File: config.mk
export PLATFORM = sky130hd
export DESIGN_NAME = gf180mcu_osu_sc_gp12t3v3__clkdivinv_p
export DESIGN_NICKNAME = d
export VERILOG_FILES = /design/src/rtl/gf180mcu_osu_sc_gp12t3v3__clkdivinv_p.sv
export SDC_FILE = /design/constraint.sdc
export NUM_CORES = 1
export LEC_CHECK = 0
export BUFFER_PORTS_ARGS = -buffer_cell sky130_fd_sc_hd__buf_2
export CAP_MARGIN = 5
export CELL_PAD_IN_SITES_DETAIL_PLACEMENT = 0
export CELL_PAD_IN_SITES_GLOBAL_PLACEMENT = 1
export CORE_MARGIN = 5
export CORE_UTILIZATION = 45
export DETAILED_ROUTE_END_ITERATION = 7
export MAX_ROUTING_LAYER = met4
export PLACE_DENSITY_LB_ADDON = 0.15
export SYNTH_ARGS = -nofsm -noshare
export SYNTH_HDL_FRONTEND = slang
export SYNTH_SLANG_ARGS = --single-unit
File: constraint.sdc
create_clock -name CLK -period 5 [get_ports CLK]
set_clock_uncertainty 0.1 [all_clocks]
set_input_delay 0.75 -clock CLK [delete_from_list [all_inputs] [get_ports CLK]]
set_output_delay 0.75 -clock CLK [all_outputs]
set_load 0.02 [all_outputs]
File: src/rtl/gf180mcu_osu_sc_gp12t3v3__clkdivinv_p.sv
// gf180mcu_osu_sc_gp12t3v3__clkdivinv_p: glitch-free programmable 50%-duty clock divider with polarity select
module gf180mcu_osu_sc_gp12t3v3__clkdivinv_p #(
    parameter int WIDTH = 4
) (
    input  logic             CLK,
    input  logic             RN,
    input  logic             EN,
    input  logic [WIDTH-1:0] DIV,
    input  logic             INV,
    output logic             Y,
    output logic             TC,
    output logic             BUSY
);
    typedef enum logic [1:0] {IDLE, HIGH, LOW} state_t;
    localparam logic [WIDTH-1:0] ONE = 1;
    state_t state_q, state_d;
    logic [WIDTH-1:0] cnt_q, cnt_d, div_q, div_d;
    logic inv_q, inv_d, y_q, tc_q, busy_q, last;
    assign last = cnt_q == div_q;
    always_comb begin
        state_d = state_q;
        cnt_d = cnt_q + ONE;
        div_d = div_q;
        inv_d = inv_q;
        case (state_q)
            IDLE: begin
                div_d = DIV;
                inv_d = INV;
                cnt_d = '0;
                state_d = EN ? HIGH : IDLE;
            end
            HIGH: if (last) begin
                cnt_d = '0;
                state_d = LOW;
            end
            LOW: if (last) begin
                cnt_d = '0;
                div_d = EN ? DIV : div_q;
                state_d = EN ? HIGH : IDLE;
            end
            default: begin
                cnt_d = '0;
                state_d = IDLE;
            end
        endcase
    end
    // outputs are registered from next-state values so they align with the state they describe
    always_ff @(posedge CLK or negedge RN) begin
        if (!RN) begin
            state_q <= IDLE;
            cnt_q <= '0;
            div_q <= '0;
            inv_q <= 1'b0;
            y_q <= 1'b0;
            tc_q <= 1'b0;
            busy_q <= 1'b0;
        end else begin
            state_q <= state_d;
            cnt_q <= cnt_d;
            div_q <= div_d;
            inv_q <= inv_d;
            y_q <= (state_d == HIGH) ^ inv_d;
            tc_q <= (state_d == HIGH) && (state_q != HIGH);
            busy_q <= state_d != IDLE;
        end
    end
    assign Y = y_q;
    assign TC = tc_q;
    assign BUSY = busy_q;
endmodule

=== Word level (Yosys, flattened, before mapping) ===
Index checks and enable logic that the tools add are counted.

* Register bits after elaboration: 14
* Logic and storage cells: 32

* Equality and inequality tests: 7
* Multiplexer cells: 10
* Bitwise gates (word level): 1
* Reductions and logical operators: 6
* Add/subtract/negate cells: 1

{| class="wikitable"
|+ Operator list
! operator !! number
|-
| $mux 4 || 4
|-
| $pmux 4 s2 || 1
|-
| $pmux 2 s3 || 1
|-
| $add 4x1->4 const B || 1
|-
| $eq 2x1->1 const B || 2
|-
| $eq 4x4->1 || 1
|-
| $mux 2 || 2
|-
| $ne 2x2->1 const B || 2
|-
| $reduce_bool 2->1 || 2
|-
| $reduce_and 3->1 || 1
|-
| $eq 2x2->1 const B || 1
|-
| $logic_not 2->1 || 1
|-
| $mux 1 || 2
|-
| $ne 2x1->1 const B || 1
|-
| $reduce_or 2->1 || 1
|-
| $logic_and 1x1->1 || 1
|-
| $xor 1x1->1 || 1
|}

=== Longest topological paths before layout ===
Gate-level depths: netlist (run 1).

* Depth after elaboration: 5
* Mapped depth: 7

=== Least setup slack after synthesis (run 1) ===
OpenSTA, ideal clock, no wires.

* Kind: register to register
* Start: register state_q[0]
* End: register y_q (netlist: Y)
* Setup time: 0.121 ns
* Arrival: 1.424 ns
* Buffers on the path: 0
* Data required time: 4.779 ns
* Slack: 3.355 ns
* Stages on the path, launching flop included: 8
* Clock period less this slack: 1.645 ns
* Cell sequence: dfrtp_1 > inv_1 > ha_1 > o21ai_0 > a21oi_1 > mux2i_1 > o21ba_1 > xor2_1

* Word-level cells in the longest chain between the ends: 4
* Elaborated cells between the ends (all ways): 9
* Classes of those cells: 3 x eq/ne; 4 x mux; 1 x bitwise; 1 x reduce/logical

{| class="wikitable"
|+ RTL lines
! what !! RTL line !! RTL
|-
| start: declaration || 16 || <nowiki>state_t state_q, state_d;</nowiki>
|-
| start signal: assignment || 58 || <nowiki>state_q <= state_d;</nowiki>
|-
| $eq 2x2->1, or another cell as far along || 25 || <nowiki>case (state_q)</nowiki>
|-
| $pmux 2 s3 || 25 ||
|-
| $eq 2x1->1 || 62 || <nowiki>y_q <= (state_d == HIGH) ^ inv_d;</nowiki>
|-
| $xor 1x1->1 (*) || 62 ||
|-
| end signal: assignment || 62 ||
|-
| end: declaration || 18 || <nowiki>logic inv_q, inv_d, y_q, tc_q, busy_q, last;</nowiki>
|}

Mark *: on every way between the ends. The rest lies on a longest branch, timed or not.
A chain may end at the register's enable or synchronous reset.

=== Worst setup path after layout (run 1) ===
Ends and elaborated chain as after synthesis.

==> results.yml, run 1 <==
global_route:
  grt_max_degree: 15
  grt.total_usage: 0.105
  antenna_found_initial: 0
  overflow: 0
  grt_pass1_wl_um: 1880
  grt_pass1_vias: 470
worst_setup_path:
  worst-path-max-fanout: 5
  crit_path_max_incr_delay_ns: 0.38
  critPathSlowestCell: "dfrtp_1"
  crit_chain: "inv_1, ha_1, o21ai_0, a21oi_1, mux2i_1, o21ba_1, xor2_1"
  critPathBufInv: 1
  crit_arrival_ns: 1.87
  path_depth: 7
  startpoint_type: "register"
  crit_family: "compound AO/OA/AOI/OAI gates"
  cp.required_ns: 5.06
  reg2regPathDepth: 7
  path_class: "reg -> reg"
  end_kind: "register"
finish:
  finish.instance_area_um2: 772
  area_growth_pct: 13.6
  antenna_cells: 0
  drive_above_1_share: 0.333
  nets: 84
  layoutNonFillerInstCount: 85
job:
  cap_viol_max_count: 0
route:
  via_count: 425
  drt-initial-drc-count: 13
  post-route-drc-count: 0
  first_pass_iters: 4
  finalWirelength_um: 990
  viasPerCell: 5.00
  wl_per_cell_um: 11.6
  ant_nets: 0
placed_design:
  place_area_um2: 749
  dp_slack_ns: 3.19
  dp_cells: 82
  dp_hpwl_um: 778
  gp_congestion: 0.723
  portBuffers: 10
pwr:
  p_int_mw: 0.299
  ir_worst_vdd_v: 0.000242
  pwr-share-clk: 0.127
  power_density_mw_per_mm2: 611
  p_seq_frac: 0.401
  combPwrFrac: 0.472
  leakage_nw: 0.384
  p_switching_mw: 0.173
  swShare: 0.366
yosys:
  synth-compound-area-share: 0.0829
  synth-seq-cells: 14
  synth.area.mux_share: 0.0976
  ys_types: 19
  synth_top_family_by_area: "XOR/XNOR gates"
  yosysWarnings: 0
  synth_xor_xnor_area_share: 0.101
  yosys.area_share.simple: 0.0884
  synth_seq_area_share: 0.516
  synthCells: 56
  syn-num-nets: 69
  avgSynthCellArea_um2: 12.1
  synth-adder-area-share: 0.0921
  netlist_area_um2: 679
floorplanning:
  die_y_um: 48.9
  dieArea_mm2: 0.00239
  floorplan.die.width_um: 48.9
  initial_utilization: 0.462
  core-area_mm2: 0.00147
  io_pins: 11
  row_count: 14
clock_tree:
  worstSkewPairLatency_ns: 0.27
  cts-root-buf: "clkbuf_4"
  post_cts_buffers: 0
  clockBufferDepth: 2
  cts.sinks: 14
  cts_made_buffers: 3
  path_clk_slew_ns: 0.08
  h-tree-depth: 1
  cts_tree: "yes"
  cts_resized: 0
  cts_hold_buffers: 0
timing:
  max-slew-margin-rel: 0.796
  fin_crit_sh: 0.362
  hold_violations: 0
  setup_ws_ns: 3.19
  worstMarginPinSlew_ns: 0.306
  final_max_slew_viol_count: 0
  setup_violations: 0
  fin_crit_ns: 1.81
  fin_tns_setup_ns: 0
  fmax_mhz: 553
  whs_ns: 0.259
  grt_setup_unrepaired: "false"
hold_path:
  min_path_type: "in -> async"
outcome:
  status: "completed"
## power groups by stage
stage	Combinational, mW	Clock [mW]	Sequential (mW)
floorplan	0.169	0	0.202
global placement	0.227	0	0.192
detailed placement	0.225	0	0.193
CTS	0.227	0.0634	0.190
global route	0.255	0.0723	0.194
finish	0.222	0.0599	0.189
## path summary, 6_finish.rpt
path	start	end	slack [ns]
setup / recovery	state_q[0]	Y	3.19
hold / removal	RN	cnt_q[2]	0.26
setup reg to reg	state_q[0]	Y	3.19
hold reg to reg	cnt_q[0]	cnt_q[0]	0.41
max in group asynchronous	RN	TC	4.31
min in group CLK	cnt_q[0]	cnt_q[0]	0.41
## cell usage after synthesis
cell type  instances  area (µm²)
a21o_2             1        8.76
nor2_1             5        18.8
inv_1              4        15.0
nand2_1            3        11.3
xnor2_1            4        35.0
nand4_2            1        12.5
nand3_1            1        5.00
ha_1               5        62.6
o21ba_1            1        10.0
dfrtp_1           14         350
and3_2             1        7.51
mux2i_1            1        10.0
xor2_1             2        17.5
o22ai_2            1        12.5
mux2_2             5        56.3
o21ai_0            3        15.0
nor3_1             1        5.00
xnor2_2            1        16.3
a21oi_1            2        10.0
## logic make-up after synthesis
kind of cell / count (synthesis)
AOI/OAI and AO/OA: 8
buffers and inverters: 4
DFF: 14
muxes: 6
and+or+nand+nor: 12
adders and majority gates: 5
xor gates and xnor gates: 7
## per-layer routing
| layer | track usage | routed length (µm) | vias to the layer above | part of all wire |
|---|---|---|---|---|
| met4 | 0.0538 | 0 | 0 | 0 |
| met1 | 0.106 | 427 | 205 | 0.43 |
| met5 | - | 0 | - | 0 |
| li1 | - | - | 217 | - |
| met3 | 0.0398 | 35 | 0 | 0.035 |
| met2 | 0.174 | 528 | 3 | 0.53 |
## stage by stage
| stage | power, mW | utilization |
|---|---|---|
| after floorplan | 0.371 | - |
| after global routing | 0.521 | 0.525 |
| after CTS | 0.481 | 0.525 |
| after global placement | 0.419 | 0.509 |
| after detailed placement | 0.418 | 0.509 |
| final | 0.471 | 0.525 |
## flip-flops by register name, indices dropped and copies added (netlist names)
name,cells
state_q,2
inv_q,1
TC,1
div_q,4
Y,1
cnt_q,4
BUSY,1
## cells in the final DEF, fill, tap and decap left out, drive strengths merged
cell type | netlist | layout
and3 | 1 | 1
o22ai | 1 | 1
mux2i | 1 | 1
o21ba | 1 | 1
nand2 | 3 | 3
xor2 | 2 | 2
nor2 | 5 | 5
xnor2 | 5 | 5
o21ai | 3 | 3
a21o | 1 | 1
nand4 | 1 | 1
clkbuf | 0 | 3
ha | 5 | 5
dfrtp | 14 | 14
mux2 | 5 | 5
a21oi | 2 | 2
nor3 | 1 | 1
nand3 | 1 | 1
buf | 0 | 10
inv | 4 | 4
## area by class of cell
class	instances	area [µm²]
repair buffers	10	50.0
fillers	147	699
well taps	16	20.0
multi-input cells	38	314
clock buffers	3	22.5
flip-flops and latches	14	350
inverters	4	15.0
Note: power is estimated with default switching activity, not from simulation.
==> run 2: changes to the inputs <==
--- a/config.mk
+++ b/config.mk
@@ -5,12 +5,13 @@
 export SDC_FILE = /design/constraint.sdc
 export NUM_CORES = 1
 export LEC_CHECK = 0
+export ABC_AREA = 1
 export BUFFER_PORTS_ARGS = -buffer_cell sky130_fd_sc_hd__buf_2
 export CAP_MARGIN = 5
 export CELL_PAD_IN_SITES_DETAIL_PLACEMENT = 0
 export CELL_PAD_IN_SITES_GLOBAL_PLACEMENT = 1
 export CORE_MARGIN = 5
-export CORE_UTILIZATION = 45
+export CORE_UTILIZATION = 36
 export DETAILED_ROUTE_END_ITERATION = 7
 export MAX_ROUTING_LAYER = met4
 export PLACE_DENSITY_LB_ADDON = 0.15
==> constraint.sdc (replaced) <==
create_clock -name CLK -period 1.62 [get_ports CLK]
set_clock_uncertainty 0.1 [all_clocks]
set_input_delay 0.243 -clock CLK [delete_from_list [all_inputs] [get_ports CLK]]
set_output_delay 0.243 -clock CLK [all_outputs]
set_load 0.02 [all_outputs]
==> results.yml, run 2 <==
route:
  wl_met3_um: 34
  route.met2.wl_um: 669
  ant_nets: 0
  post-route-drc-count: 0
  first_pass_iters: 2
  via_count: 544
  viasPerCell: 4.12
  wl_per_cell_um: 9.47
  drt-initial-drc-count: 7
  wl_met1_um: 546
  dr.max_layer_used: "met3"
  finalWirelength_um: 1250
worst_setup_path:
  end_kind: "register"
  worst-path-max-fanout: 3
  path_class: "reg -> reg"
  startpoint_type: "register"
  cp.required_ns: 1.69
  crit_arrival_ns: 1.56
global_route:
  grt.total_usage: 0.101
  overflow: 0
  grt_max_degree: 15
  grt_pass1_vias: 559
  grt_pass1_wl_um: 2360
  antenna_found_initial: 0
finish:
  nets: 119
  reg_top3: "cnt_q x4, div_q x4, state_q x2"
  layout_common_cells: "28 x nand2_1, 17 x inv_1, 14 x dfrtp_1"
  fillers: 208
  antenna_cells: 0
  area_growth_pct: 19.0
  final_common_cell: "nand2_1"
  drive_above_1_share: 0.238
timing:
  fin_tns_setup_ns: 0
  final_max_slew_viol_count: 0
  hold_violations: 0
  setup_violations: 0
  worstMarginPinSlew_ns: 0.316
  max-slew-margin-rel: 0.789
  fmax_mhz: 669
  whs_ns: 0.0729
  setup_ws_ns: 0.125
  grt_setup_unrepaired: "false"
  fin_crit_sh: 0.923
  fin_crit_ns: 1.49
placed_design:
  gp_congestion: 0.852
  portBuffers: 10
  dp_slack_ns: 0.104
  dp_hpwl_um: 1010
clock_tree:
  worstSkewPairLatency_ns: 0.28
  cts_made_buffers: 3
  h-tree-depth: 1
  cts.sinks: 14
  path_clk_slew_ns: 0.09
  cts_tree: "yes"
  clockBufferDepth: 2
  cts-root-buf: "clkbuf_4"
yosys:
  netlist_area_um2: 738
  synth-seq-cells: 14
  synthArstFlopShare: 1.00
  ys_types: 18
  synth_top_area_share: 0.475
  ys_top_cells_by_count: "28 x nand2_1, 17 x inv_1, 14 x dfrtp_1"
  yosys-top-cells-area: "dfrtp_1 47%, nand2_1 14%, inv_1 8.6%, ha_1 8.5%, o21ai_0 3.4%"
  synth.most_common_cell: "nand2_1"
  yosysWarnings: 0
  synth_seq_area_share: 0.475
  yosys.area.top_type: "dfrtp_1"
  synthCells: 89
  syn-num-nets: 102
  synth_enable_flop_cells: 0
  avgSynthCellArea_um2: 8.29
  synth_ff_type: "dfrtp_1"
floorplanning:
  core-area_mm2: 0.00196
  row_count: 16
  floorplan.die.width_um: 55.3
  io_pins: 11
  dieArea_mm2: 0.00306
  initial_utilization: 0.376
  die_y_um: 55.3
pwr:
  ir_worst_vdd_v: 0.000797
  leakage_nw: 0.479
  power_density_mw_per_mm2: 1890
  power_mw: 1.66
outcome:
  status: "completed"
hold_path:
  min_path_type: "in -> reg"
job:
  cap_viol_max_count: 0
[run 2: changes by cell type after synthesis, moves of 2 or more]
cell and delta:
nor2_2 +2, inv_1 +13, nand2_1 +25, mux2_2 -5, o21ai_0 +2, nand2_2 +3
xnor2_1 -3
[run 2: path summary, 6_finish.rpt]
path	from	to	slack, ns	cells past startpoint
setup / recovery	state_q[0]	Y	0.13	8
hold / removal	DIV[1]	div_q[1]	0.07	3
setup reg to reg	state_q[0]	Y	0.13	8
hold reg to reg	cnt_q[0]	cnt_q[0]	0.42	1
max in group asynchronous	RN	div_q[3]	0.90	2
min in group asynchronous	RN	state_q[1]	0.28	2
[run 2: cells by family after synthesis]
| family | after synthesis | share of synthesized area |
|---|---|---|
| flip-flops | 14 | 0.475 |
| AND/OR/NAND/NOR | 43 | 0.273 |
| buffers and inverters | 18 | 0.0915 |
| AO/OA/AOI/OAI | 7 | 0.0525 |
| XOR/XNOR | 2 | 0.0237 |
| adder cells (fa/ha/maj) | 5 | 0.0847 |
[run 2: final cells by class]
class / count / area, µm² / share of cell area
clock buffer: 4 / 36.3 / 0.0413
multi-input combinational: 57 / 323 / 0.368
timing repair buffer: 12 / 67.6 / 0.0769
inverter: 18 / 67.6 / 0.0769
sequential: 14 / 350 / 0.399
tap: 27 / 33.8 / 0.0385
[run 2: power by group]
part / leakage, nW / switching [mW] / internal, mW
Sequential: 0.177 / 0.0745 / 0.498
Clock: 0.0210 / 0.111 / 0.137
Combinational: 0.281 / 0.531 / 0.306
[run 2: layer usage]
layer  vias up  GRT usage
met5         -          -
met4         0     0.0625
met3         0     0.0210
met2         3      0.164
met1       244      0.114
li1        297          -
[run 2: metrics by stage]
step / utilization / cell area (µm²) / std cells
6_report: 0.448 / 878 / 132
5_1_grt: 0.448 / 878 / 132
4_1_cts: 0.443 / 868 / 131
3_5_place_dp: 0.419 / 822 / 126
3_3_place_gp: 0.419 / 822 / 126
2_1_floorplan: - / 738 / 89
[run 2: worst max-delay path: stages (launching register included)]
cell,delay (ns)
dfrtp_1,0.40
inv_1,0.11
ha_2,0.20
nand2_1,0.04
nand3b_1,0.22
nand3_4,0.13
nand3_2,0.08
nand2_1,0.06
nand2_1,0.04
[run 2: timing repair]
action                                  in CTS  in global routing
hold buffers                                 1                  0
buffers inserted                             0                  1
endpoints found under the hold margin       14                  0
gates resized for setup                      0                  1
endpoints found under the setup margin       0                  2
==> run 3: changes to the inputs <==
--- a/config.mk
+++ b/config.mk
@@ -5,16 +5,16 @@
 export SDC_FILE = /design/constraint.sdc
 export NUM_CORES = 1
 export LEC_CHECK = 0
-export ABC_AREA = 1
 export BUFFER_PORTS_ARGS = -buffer_cell sky130_fd_sc_hd__buf_2
 export CAP_MARGIN = 5
 export CELL_PAD_IN_SITES_DETAIL_PLACEMENT = 0
 export CELL_PAD_IN_SITES_GLOBAL_PLACEMENT = 1
 export CORE_MARGIN = 5
-export CORE_UTILIZATION = 36
+export CORE_UTILIZATION = 38
 export DETAILED_ROUTE_END_ITERATION = 7
 export MAX_ROUTING_LAYER = met4
 export PLACE_DENSITY_LB_ADDON = 0.15
+export SETUP_SLACK_MARGIN = 0.4
 export SYNTH_ARGS = -nofsm -noshare
 export SYNTH_HDL_FRONTEND = slang
 export SYNTH_SLANG_ARGS = --single-unit
==> results.yml, run 3 (synthesis results as in run 1) <==
global_route:
  grt_pass1_vias: 510
  overflow: 0
  grt.total_usage: 0.109
  grt_pass1_wl_um: 2070
  antenna_found_initial: 0
  grt_max_degree: 15
floorplanning:
  row_count: 15
  initial_utilization: 0.398
  io_pins: 11
  core-area_mm2: 0.00171
  floorplan.die.width_um: 52.3
  die_y_um: 52.3
  dieArea_mm2: 0.00273
route:
  wl_met3_um: 43
  wl_per_cell_um: 11.8
  viasPerCell: 4.52
  post-route-drc-count: 0
  finalWirelength_um: 1290
  via_count: 493
  drt-initial-drc-count: 6
  ant_nets: 0
  first_pass_iters: 4
  wl_met1_um: 559
  route.met2.wl_um: 671
  dr.max_layer_used: "met4"
clock_tree:
  cts_made_buffers: 3
  cts.sinks: 14
  cts-root-buf: "clkbuf_4"
  clockBufferDepth: 2
  cts_tree: "yes"
  worstSkewPairLatency_ns: 0.27
  h-tree-depth: 1
  path_clk_slew_ns: 0.08
worst_setup_path:
  crit_path_max_incr_delay_ns: 0.43
  crit_arrival_ns: 1.67
  path_class: "reg -> reg"
  critPathBufInv: 1
  crit_chain: "inv_4, ha_4, o21ai_2, a21oi_1, mux2i_1, o21ba_4, xor2_1"
  critPathSlowestCell: "dfrtp_2"
  worst-path-max-fanout: 5
  crit_family: "flip-flops"
  cp.required_ns: 1.69
  end_kind: "register"
  startpoint_type: "register"
placed_design:
  gp_congestion: 0.669
  portBuffers: 10
  dp_hpwl_um: 917
  dp_cells: 96
  place_area_um2: 818
finish:
  antenna_cells: 0
  nets: 99
  area_growth_pct: 50.5
  reg_top3: "cnt_q x4, div_q x4, state_q x2"
  drive_above_1_share: 0.631
  layout_common_cells: "13 x dfrtp_1, 12 x buf_4, 10 x buf_2"
  finish.instance_area_mm2: 0.00102
  final_common_cell: "dfrtp_1"
  layoutNonFillerInstCount: 109
hold_path:
  min_path_type: "in -> reg"
timing:
  setup_violations: 0
  hold_violations: 0
  max-slew-margin-rel: 0.782
  worstMarginPinSlew_ns: 0.327
  grt_setup_unrepaired: "true"
  fin_crit_ns: 1.60
  final_max_slew_viol_count: 0
  fin_crit_sh: 0.987
  fmax_mhz: 626
pwr:
  leakage_nw: 0.482
  power_mw: 2.03
  p_int_mw: 1.28
  ir_worst_vdd_v: 0.00102
  pwr-share-clk: 0.094
  swShare: 0.367
  p_switching_mw: 0.745
  combPwrFrac: 0.602
  p_seq_frac: 0.305
  power_density_mw_per_mm2: 1980
outcome:
  status: "completed"
job:
  cap_viol_max_count: 0
-- run 3: cell count changes in the layout (fill, tap and decap cells not counted), moves of 2 or more --
cell,before,now
buf_4,1,12
mux2_4,0,2
nand2_1,28,3
inv_1,17,1
xnor2_2,0,4
mux2_2,0,3
nand2_2,3,0
buf_6,0,2
ha_1,4,1
ha_4,0,3
o21ai_2,0,2
o21ai_0,5,0
-- run 3: cell type report --
cell class,count,area [µm²]
fillers,152,686
multi-input cells,38,427
inverters,4,17.5
flip-flops and latches,14,352
repair buffers,25,173
well taps,25,31.3
clock buffers,3,22.5
-- run 3: final timing paths --
path	start	to	slack (ns)	cells past startpoint
min reg2reg	inv_q	inv_q	0.41	1
max	state_q[0]	Y	0.02	7
min	DIV[3]	div_q[3]	0.1	2
min in group asynchronous	RN	cnt_q[2]	0.29	2
max in group asynchronous	RN	state_q[0]	0.87	2
max reg2reg	state_q[0]	Y	0.02	7
-- run 3: what timing repair did --
item,in CTS,in global routing
pin swaps,3,9
endpoints found under the hold margin,14,0
hold buffers,1,0
setup endpoints to repair,14,14
setup buffers,4,5
gates resized for setup,9,12
-- run 3: metal layers --
metal / vias up / GRT usage
li1: 246 / -
met1: 231 / 0.123
met2: 14 / 0.182
met3: 2 / 0.0256
met4: 0 / 0.0511
met5: - / -
-- run 3: power by group through the flow --
stage | combinational (mW) | clock (mW) | sequential, mW
6_report | 1.22 | 0.190 | 0.618
5_1_grt | 1.33 | 0.209 | 0.639
4_1_cts | 0.991 | 0.200 | 0.598
3_5_place_dp | 0.831 | 0 | 0.599
3_3_place_gp | 0.827 | 0 | 0.598
2_1_floorplan | 0.555 | 0 | 0.630
-- run 3: stage by stage --
step | setup TNS, ns | setup WS [ns] | hold slack (ns) | util
6_report | 0 | 0.0217 | 0.0978 | 0.599
5_1_grt | -0.208 | -0.0658 | 0.0997 | 0.599
4_1_cts | -0.000685 | -0.000685 | 0.0912 | 0.537
3_5_place_dp | 0 | 0.00417 | 0.0587 | 0.479
3_3_place_gp | -0.0167 | -0.00543 | 0.0558 | 0.479
2_1_floorplan | 0 | 0.0720 | -0.153 | -
